## src/rtl/uart_tx_arbiter.sv

```systemverilog
// uart_tx_arbiter: round-robin arbiter and frame sequencer sharing one UART TX
// among NUM_REQ requesters. One byte is accepted at a time. It is launched with
// a single-cycle tx_data_valid, and the grant is held until tx_busy falls.
//
// Ports:
//   CLK, RST        clock (rising edge), synchronous active-high reset
//   req_valid       per-requester frame pending
//   req_data        packed payloads, requester i at [i*DATA_SIZE +: DATA_SIZE]
//   req_par_en      per-requester parity enable
//   req_par_typ     per-requester parity type (0 even, 1 odd)
//   req_ready       one-hot, one-cycle accept pulse
//   tx_busy         Busy from the UART TX
//   tx_p_data       payload to the UART TX (stable from launch to next launch)
//   tx_data_valid   single-cycle launch strobe to the UART TX
//   tx_par_en       parity enable to the UART TX
//   tx_par_typ      parity type to the UART TX
//   grant_id        index of the granted requester
//   grant_active    high from launch until the frame completes
//   err_timeout     one-cycle pulse when the UART TX never went busy
module uart_tx_arbiter #(
    parameter int unsigned DATA_SIZE    = 8,
    parameter int unsigned NUM_REQ      = 4,
    parameter int unsigned ID_W         = 2,
    parameter int unsigned BUSY_TIMEOUT = 15
) (
    input  logic                         CLK,
    input  logic                         RST,
    input  logic [NUM_REQ-1:0]           req_valid,
    input  logic [NUM_REQ*DATA_SIZE-1:0] req_data,
    input  logic [NUM_REQ-1:0]           req_par_en,
    input  logic [NUM_REQ-1:0]           req_par_typ,
    output logic [NUM_REQ-1:0]           req_ready,
    input  logic                         tx_busy,
    output logic [DATA_SIZE-1:0]         tx_p_data,
    output logic                         tx_data_valid,
    output logic                         tx_par_en,
    output logic                         tx_par_typ,
    output logic [ID_W-1:0]              grant_id,
    output logic                         grant_active,
    output logic                         err_timeout
);

    localparam int unsigned CNT_RAW = $clog2(BUSY_TIMEOUT + 1);
    localparam int unsigned CNT_W   = (CNT_RAW < 1) ? 1 : CNT_RAW;
    localparam int unsigned SUM_W   = ID_W + 1;
    localparam logic [CNT_W-1:0] CNT_MAX = CNT_W'(BUSY_TIMEOUT);
    localparam logic [ID_W-1:0]  LAST_ID = ID_W'(NUM_REQ - 1);
    localparam logic [SUM_W-1:0] NREQ_S  = SUM_W'(NUM_REQ);

    typedef enum logic [1:0] {
        IDLE      = 2'd0,
        LAUNCH    = 2'd1,
        WAIT_BUSY = 2'd2,
        WAIT_DONE = 2'd3
    } state_t;

    state_t               state_q, state_d;
    logic [ID_W-1:0]      rr_ptr_q, rr_ptr_d;
    logic [CNT_W-1:0]     cnt_q, cnt_d;

    logic [NUM_REQ-1:0]   req_ready_d;
    logic [DATA_SIZE-1:0] tx_p_data_d;
    logic                 tx_data_valid_d;
    logic                 tx_par_en_d;
    logic                 tx_par_typ_d;
    logic [ID_W-1:0]      grant_id_d;
    logic                 grant_active_d;
    logic                 err_timeout_d;

    logic [2*NUM_REQ-1:0] dbl_valid;
    logic [SUM_W-1:0]     win_sum;
    logic [SUM_W-1:0]     win_wrap;
    logic                 win_found;
    logic [ID_W-1:0]      win_id;
    logic [NUM_REQ-1:0]   win_oh;
    logic [DATA_SIZE-1:0] win_data;
    logic                 win_par_en;
    logic                 win_par_typ;
    logic [ID_W-1:0]      next_ptr;

    // Rotating priority search: rotate requests so rr_ptr sits at bit 0, take
    // the lowest set bit, then map the offset back to a requester index.
    always_comb begin
        dbl_valid = {req_valid, req_valid} >> rr_ptr_q;
        win_found = 1'b0;
        win_sum   = '0;
        for (int k = int'(NUM_REQ) - 1; k >= 0; k--) begin
            if (dbl_valid[k]) begin
                win_found = 1'b1;
                win_sum   = {1'b0, rr_ptr_q} + SUM_W'(k);
            end
        end
        win_wrap = (win_sum >= NREQ_S) ? (win_sum - NREQ_S) : win_sum;
        win_id   = win_wrap[ID_W-1:0];
    end

    // Winner payload mux and one-hot accept vector.
    always_comb begin
        win_oh      = '0;
        win_data    = '0;
        win_par_en  = 1'b0;
        win_par_typ = 1'b0;
        for (int i = 0; i < int'(NUM_REQ); i++) begin
            if (win_id == ID_W'(i)) begin
                win_oh[i]   = 1'b1;
                win_data    = req_data[i*DATA_SIZE +: DATA_SIZE];
                win_par_en  = req_par_en[i];
                win_par_typ = req_par_typ[i];
            end
        end
    end

    // The just-served requester drops to lowest priority.
    assign next_ptr = (grant_id == LAST_ID) ? '0 : grant_id + ID_W'(1);

    // Next-state and next-output logic.
    always_comb begin
        state_d         = state_q;
        rr_ptr_d        = rr_ptr_q;
        cnt_d           = cnt_q;
        req_ready_d     = '0;
        tx_data_valid_d = 1'b0;
        err_timeout_d   = 1'b0;
        tx_p_data_d     = tx_p_data;
        tx_par_en_d     = tx_par_en;
        tx_par_typ_d    = tx_par_typ;
        grant_id_d      = grant_id;
        grant_active_d  = grant_active;

        unique case (state_q)
            IDLE: begin
                // Outputs are registered, so the launch strobe and accept
                // pulse are loaded here and appear during the LAUNCH cycle.
                if (!tx_busy && win_found) begin
                    tx_p_data_d     = win_data;
                    tx_par_en_d     = win_par_en;
                    tx_par_typ_d    = win_par_typ;
                    grant_id_d      = win_id;
                    req_ready_d     = win_oh;
                    tx_data_valid_d = 1'b1;
                    grant_active_d  = 1'b1;
                    state_d         = LAUNCH;
                end
            end
            LAUNCH: begin
                cnt_d   = '0;
                state_d = WAIT_BUSY;
            end
            WAIT_BUSY: begin
                if (tx_busy) begin
                    state_d = WAIT_DONE;
                end else begin
                    cnt_d = (cnt_q == CNT_MAX) ? cnt_q : cnt_q + CNT_W'(1);
                    if (cnt_d == CNT_MAX) begin
                        err_timeout_d  = 1'b1;
                        rr_ptr_d       = next_ptr;
                        grant_active_d = 1'b0;
                        state_d        = IDLE;
                    end
                end
            end
            WAIT_DONE: begin
                if (!tx_busy) begin
                    rr_ptr_d       = next_ptr;
                    grant_active_d = 1'b0;
                    state_d        = IDLE;
                end
            end
            default: state_d = IDLE;
        endcase
    end

    // State and output registers.
    always_ff @(posedge CLK) begin
        if (RST) begin
            state_q       <= IDLE;
            rr_ptr_q      <= '0;
            cnt_q         <= '0;
            req_ready     <= '0;
            tx_p_data     <= '0;
            tx_data_valid <= 1'b0;
            tx_par_en     <= 1'b0;
            tx_par_typ    <= 1'b0;
            grant_id      <= '0;
            grant_active  <= 1'b0;
            err_timeout   <= 1'b0;
        end else begin
            state_q       <= state_d;
            rr_ptr_q      <= rr_ptr_d;
            cnt_q         <= cnt_d;
            req_ready     <= req_ready_d;
            tx_p_data     <= tx_p_data_d;
            tx_data_valid <= tx_data_valid_d;
            tx_par_en     <= tx_par_en_d;
            tx_par_typ    <= tx_par_typ_d;
            grant_id      <= grant_id_d;
            grant_active  <= grant_active_d;
            err_timeout   <= err_timeout_d;
        end
    end

endmodule
```

## config.mk

```make
export PLATFORM = sky130hd
export DESIGN_NAME = uart_tx_arbiter
export DESIGN_NICKNAME = d
export VERILOG_FILES = /design/src/rtl/uart_tx_arbiter.sv
export SDC_FILE = /design/constraint.sdc
export NUM_CORES = 1
export LEC_CHECK = 0
export ABC_AREA = 0
export BUFFER_PORTS_ARGS = -buffer_cell sky130_fd_sc_hd__buf_2
export CAP_MARGIN = 20
export CORE_UTILIZATION = 40
export DETAILED_ROUTE_END_ITERATION = 8
export HOLD_SLACK_MARGIN = 0.02
export PLACE_DENSITY = 0.72
export SLEW_MARGIN = 40
export SYNTH_ARGS = -nofsm -noshare
export SYNTH_HDL_FRONTEND = slang
export SYNTH_SLANG_ARGS = --single-unit
```

## constraint.sdc

```tcl
create_clock -name CLK -period 3.1 [get_ports CLK]
set_input_delay 0.465 -clock CLK [delete_from_list [all_inputs] [get_ports CLK]]
set_output_delay 0.465 -clock CLK [all_outputs]
set_load 0.01 [all_outputs]
```

After elaboration in Yosys (flattened, before gate mapping):

Cells that the tools add are included.

* bits in registers: 27
* input bits: 47
* output and inout port bits: 19

* add/subtract/negate cells: 6
* order comparisons: 1
* eq/ne operators: 14
* shifts and indexed selects: 1
* muxes and demuxes: 45
* bitwise operators: 3
* reductions and logical operators: 15

Operators by type and width (count)
* 2-to-1 mux 8 bit: 4
* 2-to-1 mux 1 bit: 22
* 2-to-1 mux 2 bit: 9
* 2-to-1 mux 3 bit: 4
* equality test 2 bit, second input constant: 5
* equality test 4 bit, second input constant: 2
* 2-to-1 mux 4 bit: 2
* inequality test 2 bit, second input constant: 4
* case mux 2 bit (4 select lines): 1
* case mux 4 bit (2 select lines): 1
* right shift 8 x 2 -> 4 bit: 1
* adder 2 x 2 -> 3 bit, second input constant: 2
* OR reduction 3 bit: 2
* AND reduction 5 bit: 1
* adder 4 x 1 -> 4 bit, second input constant: 1
* equality test 2 x 1 -> 1 bit, second input constant: 2
* zero test 2 bit: 2
* case mux 2 bit (2 select lines): 1
* AND reduction 2 bit: 2
* AND reduction 4 bit: 1
* nonzero test 2 bit: 2
* adder 2 x 1 -> 3 bit, second input constant: 1
* >= comparator 3 bit, second input constant: 1
* inequality test 3 bit, second input constant: 1
* 9 further kinds: 11

Longest topological paths before layout:

Gate-level depths: netlist of the first run.

* depth in word-level cells: 12
* mapped depth: 7
* gate-level depth less buffers: 6

Worst setup path before layout of the first run:

OpenSTA, ideal clock, no wires.

* path type: register -> register
* from: register cnt_q[0]
* to: register rr_ptr_q[0]
* setup time: 121 ps
* data arrival time: 1680 ps
* slack: 1299 ps
* stages on the path, launching flop included: 7
* path buffers: 0
* cells stage by stage: dfxtp_1 -> ha_1 -> xnor2_1 -> o32ai_2 -> nand2_2 -> a211oi_4 -> mux2_4

* word-level cells in the longest chain between the ends: 5
* elaborated cells on any way between the ends: 6

RTL lines
* start: declaration: RTL line 59 `logic [CNT_W-1:0] cnt_q, cnt_d;`
* start signal: assignment: RTL line 190 `cnt_q <= cnt_d;`
* adder 4 x 1 -> 4 bit / equality test 4 bit (equally long branches): RTL line 153 `cnt_d = (cnt_q == CNT_MAX) ? cnt_q : cnt_q + CNT_W'(1);`
* 2-to-1 mux 4 bit (*): RTL line 153
* equality test 4 bit (*): RTL line 154 `if (cnt_d == CNT_MAX) begin`
* inequality test 2 bit (no line) (*)
* AND reduction 4 bit (no line) (*)
* end signal: assignment: RTL line 189 `rr_ptr_q <= rr_ptr_d;`
* end: declaration: RTL line 58 `logic [ID_W-1:0] rr_ptr_q, rr_ptr_d;`

Mark *: on every way between the ends. The rest lies on a longest branch, timed or not.
A chain may end at the register's enable or synchronous reset.

Worst setup path after layout of the first run:

Ends and elaborated chain as after synthesis.

==> results of run 1 <==
## cell type report
type | instances | area (um2) | share of cell area [%]
multi-input cells | 103 | 732 | 42.7
flip-flops and latches | 27 | 541 | 31.6
repair buffers | 66 | 333 | 19.4
well taps | 44 | 55.1 | 3.21
clock buffers | 3 | 22.5 | 1.31
inverters | 6 | 22.5 | 1.31
clock inverters | 1 | 7.51 | 0.438
## registers in the layout, indices dropped and copies added, names as in the netlist, 2 cells and up
signal     cells
tx_p_data      8
cnt_q          4
req_ready      4
grant_id       2
rr_ptr_q       2
state_q        2
## cell usage after synthesis (3+ instances only)
library cell	number	share of area [%]
nand2b_1	4	1.9
nor3_1	3	1.1
o21ai_0	6	2.2
mux2i_1	24	18
dfxtp_1	27	40
nor2_1	12	3.4
inv_1	6	1.7
a21oi_1	7	2.6
o221ai_1	10	6.5
nand2_1	17	4.8
## routing by layer
layer  vias up  global-route usage [%]  part of all wire (%)
met3         2                    2.81                   3.9
met5         -                       0                     0
met1       564                    19.9                    48
met2        33                    25.2                    47
li1        648                       -                     -
met4         0                    4.98                  0.74
## worst reg2reg max path, cell delays in order, from the launching register on
cell      delay, ns
dfxtp_1        0.47
ha_1           0.29
xnor2_1        0.10
o32ai_2        0.22
nand2_2        0.11
a211oi_4       0.34
mux2_4         0.32
## cell usage in the layout (no fill, tap or decap), drive strengths merged
cell and instances:
a21oi 7, dfxtp 27, nand2b 4, nor3 3, clkinvlp 1, nand2 18
o22ai 1, o2bb2a 1, clkbuf 3, o221ai 10, a211oi 2, and2 1
mux2i 24, o32ai 1, ha 2, o21ai 6, nand3 2, a211o 1
nor3b 2, inv 6, xnor2 1, buf 66, nor2 12, nor4 2
a41oi 1, mux2 1, a21boi 1
## worst max path at each step
| stage | cells past startpoint | slack (ns) | end | start |
|---|---|---|---|---|
| 6_report | 6 | 1.16 | rr_ptr_q[0]$_SDFFE_PP0P_ | cnt_q[0]$_SDFFE_PP0P_ |
| 5_1_grt | 6 | 1.01 | rr_ptr_q[0]$_SDFFE_PP0P_ | cnt_q[0]$_SDFFE_PP0P_ |
| 4_1_cts | 6 | 1.15 | rr_ptr_q[0]$_SDFFE_PP0P_ | cnt_q[0]$_SDFFE_PP0P_ |
| 3_5_place_dp | 6 | 1.03 | tx_p_data[1]$_SDFFE_PP0P_ | req_valid[3] |
| 3_3_place_gp | 6 | 1.06 | tx_p_data[7]$_SDFFE_PP0P_ | req_valid[0] |
| 2_1_floorplan | 6 | 1.30 | rr_ptr_q[0]$_SDFFE_PP0P_ | cnt_q[0]$_SDFFE_PP0P_ |
## report_power, final
| part | leakage, nW | total [mW] | internal (mW) | switching [mW] |
|---|---|---|---|---|
| Clock | 0.0139 | 0.152 | 0.0492 | 0.103 |
| Combinational | 0.514 | 0.138 | 0.0677 | 0.0701 |
| Sequential | 0.220 | 0.382 | 0.369 | 0.0138 |
## through the flow
step	hold WS, ns	util, %	instance area [um2]
final	0.435	54.8	1710
after global routing	0.434	54.8	1710
after CTS	0.432	54.8	1710
after detailed placement	0.448	53.8	1680
after global placement	0.441	53.8	1680
after floorplan	0.481	-	1340
## logic make-up after synthesis
| logic type | count (synthesis) | share of synthesized area [%] |
|---|---|---|
| adder cells (fa/ha/maj) | 2 | 1.87 |
| multiplexers | 25 | 19.0 |
| buffers and inverters | 12 | 5.04 |
| flip-flops | 27 | 40.3 |
| AND/OR/NAND/NOR | 44 | 15.3 |
| AO/OA/AOI/OAI | 31 | 17.7 |
| XOR/XNOR | 1 | 0.654 |
==> impl_metrics.toml, run 1 <==
[outcome]
status = "finished clean"

[logic_synthesis]
synth_fp_nets = 191
synth_ff_type = "dfxtp_1"
yosys_warnings = 0
ys_types = 31
ys_seq_elements = 27
syn_area_um2 = 1340
yosysSeqAreaShare_pct = 40.3
syn_area_per_cell_um2 = 9.44
async_reset_ff_share_pct = 0
syn_inst = 142
synth_edf_count = 0

[critical_path]
critical_path_class = "reg2reg"
reg2regPathDepth = 6
r2r_start = "cnt_q[0]$_SDFFE_PP0P_"
regToRegEndpoint = "rr_ptr_q[0]$_SDFFE_PP0P_"
worstPathRequired_ns = 3.32
path_cells = "ha_1 -> xnor2_1 -> o32ai_2 -> nand2_2 -> a211oi_4 -> mux2_4"
worst_ep_arrival_time_ns = 2.17
r2r_slack_ns = 1.16
cpPeakStageDelay_ns = 0.47
cpMaxStageDelayCell = "dfxtp_1"
cp_max_fo = 7
crit_family = "compound AO/OA/AOI/OAI gates"
crit_path_start_kind = "register"
path_buf_inv = 0
crit_path_end_kind = "register"

[grt]
grt_util_all_layers_pct = 15.2
grt_max_degree = 25
grt_pass1_wl_mm = 4.20
antenna_found_initial = 0
first_global_vias = 1009
overflow = 0

[place]
place_worst_setup_slack_ns = 1.03
dp_cells = 246
gp_congestion = 0.704
dp_hpwl_mm = 2.20
numPortBuffers = 65

[drt]
drt-total-wl_mm = 2.83
num_vias = 1247
drt_iter0_drc = 39
ant_nets = 0
dr.pass1.iters = 4
vias_per_cell = 4.99
wl_per_cell_um = 11.3
drcViolationCount = 0

[timing]
max_freq_mhz = 515
fin_worst_skew_ns = 0.00614
setup_tns_ns = 0
slew_viol_final = 0
slew_headroom_pct = 55.9
post-route-period-util_pct = 62.7
period_minus_slack_ns = 1.94
hold_viol_final = 0
finalWorstSetupSlack_ns = 1.16
worstMarginPinSlew_ns = 0.659
setup_viol = 0
rsz0062_at_grt = "no"

[worst_hold_path]
min-delay-start = "req_data[10]"
hold_depth = 3
hp-class = "in2reg"
min_to = "tx_p_data[2]$_SDFFE_PP0P_"

[run]
cap_violations = 0

[clocking]
cts_buffers = 3
cts.path.max_buffers = 2
cts_sinks = 27
clkLatencyLatePin_ns = 0.32
postCtsSetupRepairBufs = 0
clockRootBuffer = "clkbuf_4"
post_cts_resized = 0
cts_tree = "built"
postCtsHoldBufs = 0
cts.reportedPaths.clkPinSlew_ns = 0.15
h-tree-depth = 1

[die]
die-area_um2 = 3590
die_x_um = 59.9
ioPinCount = 66
die_h_um = 59.9
core_um2 = 3130
rows = 20
start_util_pct = 42.8

[pwr]
p_total_mw = 0.672
ir_drop_uv = 152
power.leakage_nw = 0.748
power_density_nw_per_um2 = 392

[layout]
final_net_count = 256
final_cell_count_no_fill = 250
area_delta_synth_final_pct = 27.8
drive_gt1_share_pct = 36.4
nFillCells = 305
diodes = 0
Note: power is estimated with default switching activity, not from simulation.
==> run 2: changes to the inputs <==
Settings changed: PLACE_DENSITY 0.72 to 0.75.
Clock period 3.1 ns to 1.78 ns, I/O delays scaled along.
==> run 2 against run 1 <==
Against the previous run: non-clock buffer count up 9; core utilization rose by 3.0 points; routed wire length up 6.6%; first-iteration DRC count is 10% lower; hold slack worse by 0.20 ns; register-to-register slack lost 1.1 ns; power up 76%; sequential cell count did not move; critical path depth is the same; clock skew increased by 0.0020 ns; largest cell class unchanged.
==> impl_metrics.toml, run 2 (synthesis gave the netlist of run 1 again) <==
[die]
start_util_pct = 42.8
ioPinCount = 66
die_h_um = 59.9
rows = 20
core_um2 = 3130
die_x_um = 59.9
die-area_um2 = 3590

[timing]
fin_worst_skew_ns = 0.00814
post-route-period-util_pct = 97.5
max_freq_mhz = 576
fin_hold_ws_ns = 0.238
hold_viol_final = 0
period_minus_slack_ns = 1.74
worstMarginPinSlew_ns = 0.603
slew_headroom_pct = 59.4
setup_viol = 0
rsz0062_at_grt = "yes"
slew_viol_final = 0

[layout]
max_flop_register = "tx_p_data"
final_net_count = 265
area_delta_synth_final_pct = 34.8
diodes = 0
final_common_cell = "buf_2"
multi_input_area_um2 = 744
largest_registers = "tx_p_data (8), cnt_q (4), req_ready (4)"
final_cell_mix = "buf_2 (65), dfxtp_1 (26), mux2i_1 (24)"
nFillCells = 311
fin_util_pct = 57.8
final-seq-area_um2 = 544
largest_reg_flops = 8
drive_gt1_share_pct = 40.5
final_cell_count_no_fill = 259

[critical_path]
cpMaxStageDelayCell = "dfxtp_4"
r2r_slack_ns = 0.04
crit_path_start_kind = "register"
r2r_start = "cnt_q[1]$_SDFFE_PP0P_"
regToRegEndpoint = "rr_ptr_q[0]$_SDFFE_PP0P_"
cp_max_fo = 4
cpPeakStageDelay_ns = 0.39
critical_path_class = "reg2reg"
reg2regPathDepth = 6
path_cells = "ha_4 -> inv_2 -> o32ai_2 -> nand2_2 -> a211oi_4 -> mux2_4"
worst_ep_arrival_time_ns = 1.97
crit_path_end_kind = "register"
worstPathRequired_ns = 2.01

[clocking]
cts.path.max_buffers = 2
cts_buffers = 3
clockRootBuffer = "clkbuf_4"
cts_sinks = 27
cts.reportedPaths.clkPinSlew_ns = 0.15
clkLatencyLatePin_ns = 0.32
h-tree-depth = 1
cts_tree = "built"

[drt]
wl_per_cell_um = 11.6
num_vias = 1312
drt-total-wl_mm = 3.02
vias_per_cell = 5.07
ant_nets = 0
drt_iter0_drc = 35
dr.pass1.iters = 4
drcViolationCount = 0

[run]
cap_violations = 0

[pwr]
p_total_mw = 1.19
p_sw_share_pct = 27.7
power_density_nw_per_um2 = 656
power.leakage_nw = 0.798
p_int_mw = 0.857
ir_drop_uv = 265
p_switching_mw = 0.328
combPwrFrac_pct = 22.0
p_clk_share_pct = 22.0
seqPwrFrac_pct = 56.0

[worst_hold_path]
min-delay-start = "req_data[10]"
hp-class = "in2reg"
min_to = "tx_p_data[2]$_SDFFE_PP0P_"
hold_depth = 3

[grt]
overflow = 0
antenna_found_initial = 0
grt_util_all_layers_pct = 17.1
grt_pass1_wl_mm = 4.71
grt_max_degree = 25
first_global_vias = 1147

[place]
dp_hpwl_mm = 2.34
numPortBuffers = 65
gp_congestion = 0.740
dp_cells = 253

[outcome]
status = "finished clean"
run 2: cell types whose count changed in the layout (fill, tap and decap cells not counted), sizes merged:
cell / before / now
buf: 66 / 75
clkinv: 0 / 1
clkinvlp: 1 / 0
run 2: stage by stage:
step / instance area (um2) / TNS (ns) / worst slack, ns
final: 1810 / 0 / 0.0444
after global routing: 1810 / -0.0430 / -0.0320
after CTS: 1780 / 0 / 0.0192
after detailed placement: 1750 / 0 / 0.0509
after global placement: 1750 / 0 / 0.0900
after floorplan: 1340 / 0 / 0.0116
run 2: final cells by class:
class | instances | area share (%)
clock inverters | 1 | 0.277
multi-input cells | 103 | 41.2
clock buffers | 3 | 1.25
well taps | 44 | 3.05
flip-flops and latches | 27 | 30.1
inverters | 6 | 1.25
repair buffers | 75 | 22.9
run 2: power groups by stage:
stage / Clock [mW] / Combinational [mW] / Sequential [mW]
after floorplan: 0 / 0.127 / 0.692
after global placement: 0 / 0.258 / 0.677
after detailed placement: 0 / 0.262 / 0.678
after CTS: 0.280 / 0.263 / 0.665
after global routing: 0.302 / 0.289 / 0.671
final: 0.261 / 0.261 / 0.664
run 2: timing repair:
item | CTS | global route
setup endpoints to repair | 0 | 4
hold buffers | 0 | 0
resized for setup | 0 | 5
setup buffers | 0 | 2
run 2: critical path: cells and delay by family (launching register included):
family | cells | cell delay [ns]
adders and majority gates | 1 | 0.26
DFF | 1 | 0.39
buffers and inverters | 1 | 0.04
and+or+nand+nor | 1 | 0.11
AOI/OAI and AO/OA | 2 | 0.54
muxes | 1 | 0.31
run 2: layer usage:
| metal | part of all wire (%) | wire (um) | GRT usage [%] | vias up |
|---|---|---|---|---|
| li1 | - | - | - | 666 |
| met1 | 44 | 1340 | 19.8 | 619 |
| met2 | 52 | 1570 | 31.3 | 25 |
| met3 | 2.7 | 82 | 1.52 | 2 |
| met4 | 0.90 | 27 | 7.97 | 0 |
| met5 | 0 | 0 | 0 | - |
run 2: how the worst max path moves through the flow:
stage | endpoint | from | cells after the start
after global routing | rr_ptr_q[0]$_SDFFE_PP0P_ | cnt_q[1]$_SDFFE_PP0P_ | 6
after floorplan | rr_ptr_q[0]$_SDFFE_PP0P_ | cnt_q[0]$_SDFFE_PP0P_ | 6
after global placement | rr_ptr_q[0]$_SDFFE_PP0P_ | cnt_q[1]$_SDFFE_PP0P_ | 6
after detailed placement | rr_ptr_q[0]$_SDFFE_PP0P_ | cnt_q[1]$_SDFFE_PP0P_ | 6
final | rr_ptr_q[0]$_SDFFE_PP0P_ | cnt_q[1]$_SDFFE_PP0P_ | 6
after CTS | rr_ptr_q[0]$_SDFFE_PP0P_ | cnt_q[1]$_SDFFE_PP0P_ | 6
==> run 3: changes to the inputs <==
Settings changed: CTS_BUF_LIST from default to sky130_fd_sc_hd__clkbuf_2.
==> run 3 against run 2 <==
Against the previous run: clock skew down 0.0013 ns; routed wire length down 0.56%; critical path depth unchanged; core utilization down 0.24 points; fmax about the same; hold slack worse by 0.039 ns; die area unchanged; register-to-register slack about the same; combinational power about the same; highest routed layer unchanged; sequential cell count unchanged.
==> impl_metrics.toml, run 3 (synthesis gave the netlist of run 1 again) <==
[clocking]
cts_sinks = 27
h-tree-depth = 1
cts_tree = "built"
cts.path.max_buffers = 2
cts_buffers = 3
clockRootBuffer = "clkbuf_2"
clkLatencyLatePin_ns = 0.34
cts.reportedPaths.clkPinSlew_ns = 0.24

[timing]
fin_worst_skew_ns = 0.00685
slew_headroom_pct = 59.4
worstMarginPinSlew_ns = 0.605
hold_viol_final = 0
fin_hold_ws_ns = 0.199
max_freq_mhz = 576
post-route-period-util_pct = 97.6
rsz0062_at_grt = "yes"
slew_viol_final = 0
period_minus_slack_ns = 1.74
setup_viol = 0

[layout]
final_common_cell = "buf_2"
max_flop_register = "tx_p_data"
largest_reg_flops = 8
drive_gt1_share_pct = 40.5
largest_registers = "tx_p_data (8), cnt_q (4), req_ready (4)"
final_net_count = 265
area_delta_synth_final_pct = 34.3
diodes = 0
final_cell_mix = "buf_2 (65), dfxtp_1 (26), mux2i_1 (24)"

[pwr]
power_density_nw_per_um2 = 640
p_int_mw = 0.826
seqPwrFrac_pct = 57.7
p_total_mw = 1.15
power.leakage_nw = 0.796
p_sw_share_pct = 28.3
combPwrFrac_pct = 22.6
p_switching_mw = 0.327
ir_drop_uv = 258
p_clk_share_pct = 19.6

[critical_path]
crit_path_start_kind = "register"
cp-startpoint = "cnt_q[1]$_SDFFE_PP0P_"
path_cells = "ha_4 -> inv_2 -> o32ai_2 -> nand2_2 -> a211oi_4 -> mux2_4"
cpMaxStageDelayCell = "dfxtp_4"
r2r_start = "cnt_q[1]$_SDFFE_PP0P_"
crit_path_end_kind = "register"
cp_max_fo = 4
cpPeakStageDelay_ns = 0.42
critical_path_class = "reg2reg"
worst_ep_arrival_time_ns = 2.02
worstPathRequired_ns = 2.06

[drt]
wl_per_cell_um = 11.6
drt_iter0_drc = 36
drt-total-wl_mm = 3.00
num_vias = 1301
vias_per_cell = 5.02
dr.pass1.iters = 4
ant_nets = 0
drcViolationCount = 0

[grt]
grt_max_degree = 25
grt_util_all_layers_pct = 16.9
first_global_vias = 1128
grt_pass1_wl_mm = 4.69
overflow = 0
antenna_found_initial = 0

[place]
numPortBuffers = 65
gp_congestion = 0.740
dp_hpwl_mm = 2.34

[worst_hold_path]
hp-class = "in2reg"
min-delay-start = "req_data[10]"

[die]
die_x_um = 59.9
die_h_um = 59.9
ioPinCount = 66
core_um2 = 3130
rows = 20
start_util_pct = 42.8
die-area_um2 = 3590

[run]
cap_violations = 0

[outcome]
status = "finished clean"
-- run 3: changes by cell type in the layout (fill, tap and decap cells not counted) --
cell and change:
clkbuf_2 +3, clkbuf_4 -3
-- run 3: area by class of cell --
type,count,area (um2)
Multi-Input combinational cell,103,744
Timing Repair Buffer,75,413
Tap cell,44,55.1
Clock inverter,1,5.00
Fill cell,312,1330
Sequential cell,27,544
Inverter,6,22.5
Clock buffer,3,15.0
-- run 3: stage by stage --
step           TNS, ns  setup slack [ns]  util, %  std cells  instance area (um2)
6_report             0            0.0434     57.5        259                 1800
5_1_grt        -0.0654           -0.0377     57.5        259                 1800
4_1_cts              0            0.0117     56.5        257                 1770
3_5_place_dp         0            0.0509     55.9        253                 1750
3_3_place_gp         0            0.0900     55.9        253                 1750
2_1_floorplan        0            0.0116        -        142                 1340
-- run 3: final timing paths --
path / cells past startpoint / slack, ns / end
worst max-delay path: 6 / 0.04 / rr_ptr_q[0]$_SDFFE_PP0P_
worst min-delay path: 3 / 0.20 / tx_p_data[2]$_SDFFE_PP0P_
worst max register to register: 6 / 0.04 / rr_ptr_q[0]$_SDFFE_PP0P_
worst min register to register: 2 / 0.49 / tx_p_data[1]$_SDFFE_PP0P_
-- run 3: power by group through the flow --
stage | Sequential (mW) | Combinational [mW] | Clock, mW
floorplan | 0.692 | 0.127 | 0
global placement | 0.677 | 0.258 | 0
detailed placement | 0.678 | 0.262 | 0
CTS | 0.667 | 0.263 | 0.247
global route | 0.673 | 0.289 | 0.268
finish | 0.665 | 0.261 | 0.226
-- run 3: layer usage --
metal	global-route usage [%]	up-vias	wire length [um]
li1	-	663	-
met3	1.52	2	89
met2	30.2	27	1560
met1	20.4	609	1320
met5	0	-	0
met4	7.97	0	27
-- run 3: what timing repair did --
action                                  in CTS  in global routing
hold buffers                                 0                  0
setup buffers                                0                  2
resized for setup                            0                  5
endpoints found under the setup margin       0                  4
-- run 3: worst max-delay path: cells and delay by family (launching register included) --
kind	cells	cell delay, ns
and+or+nand+nor	1	0.11
adders and majority gates	1	0.26
buffers and inverters	1	0.03
AOI/OAI and AO/OA	2	0.53
muxes	1	0.31
DFF	1	0.42
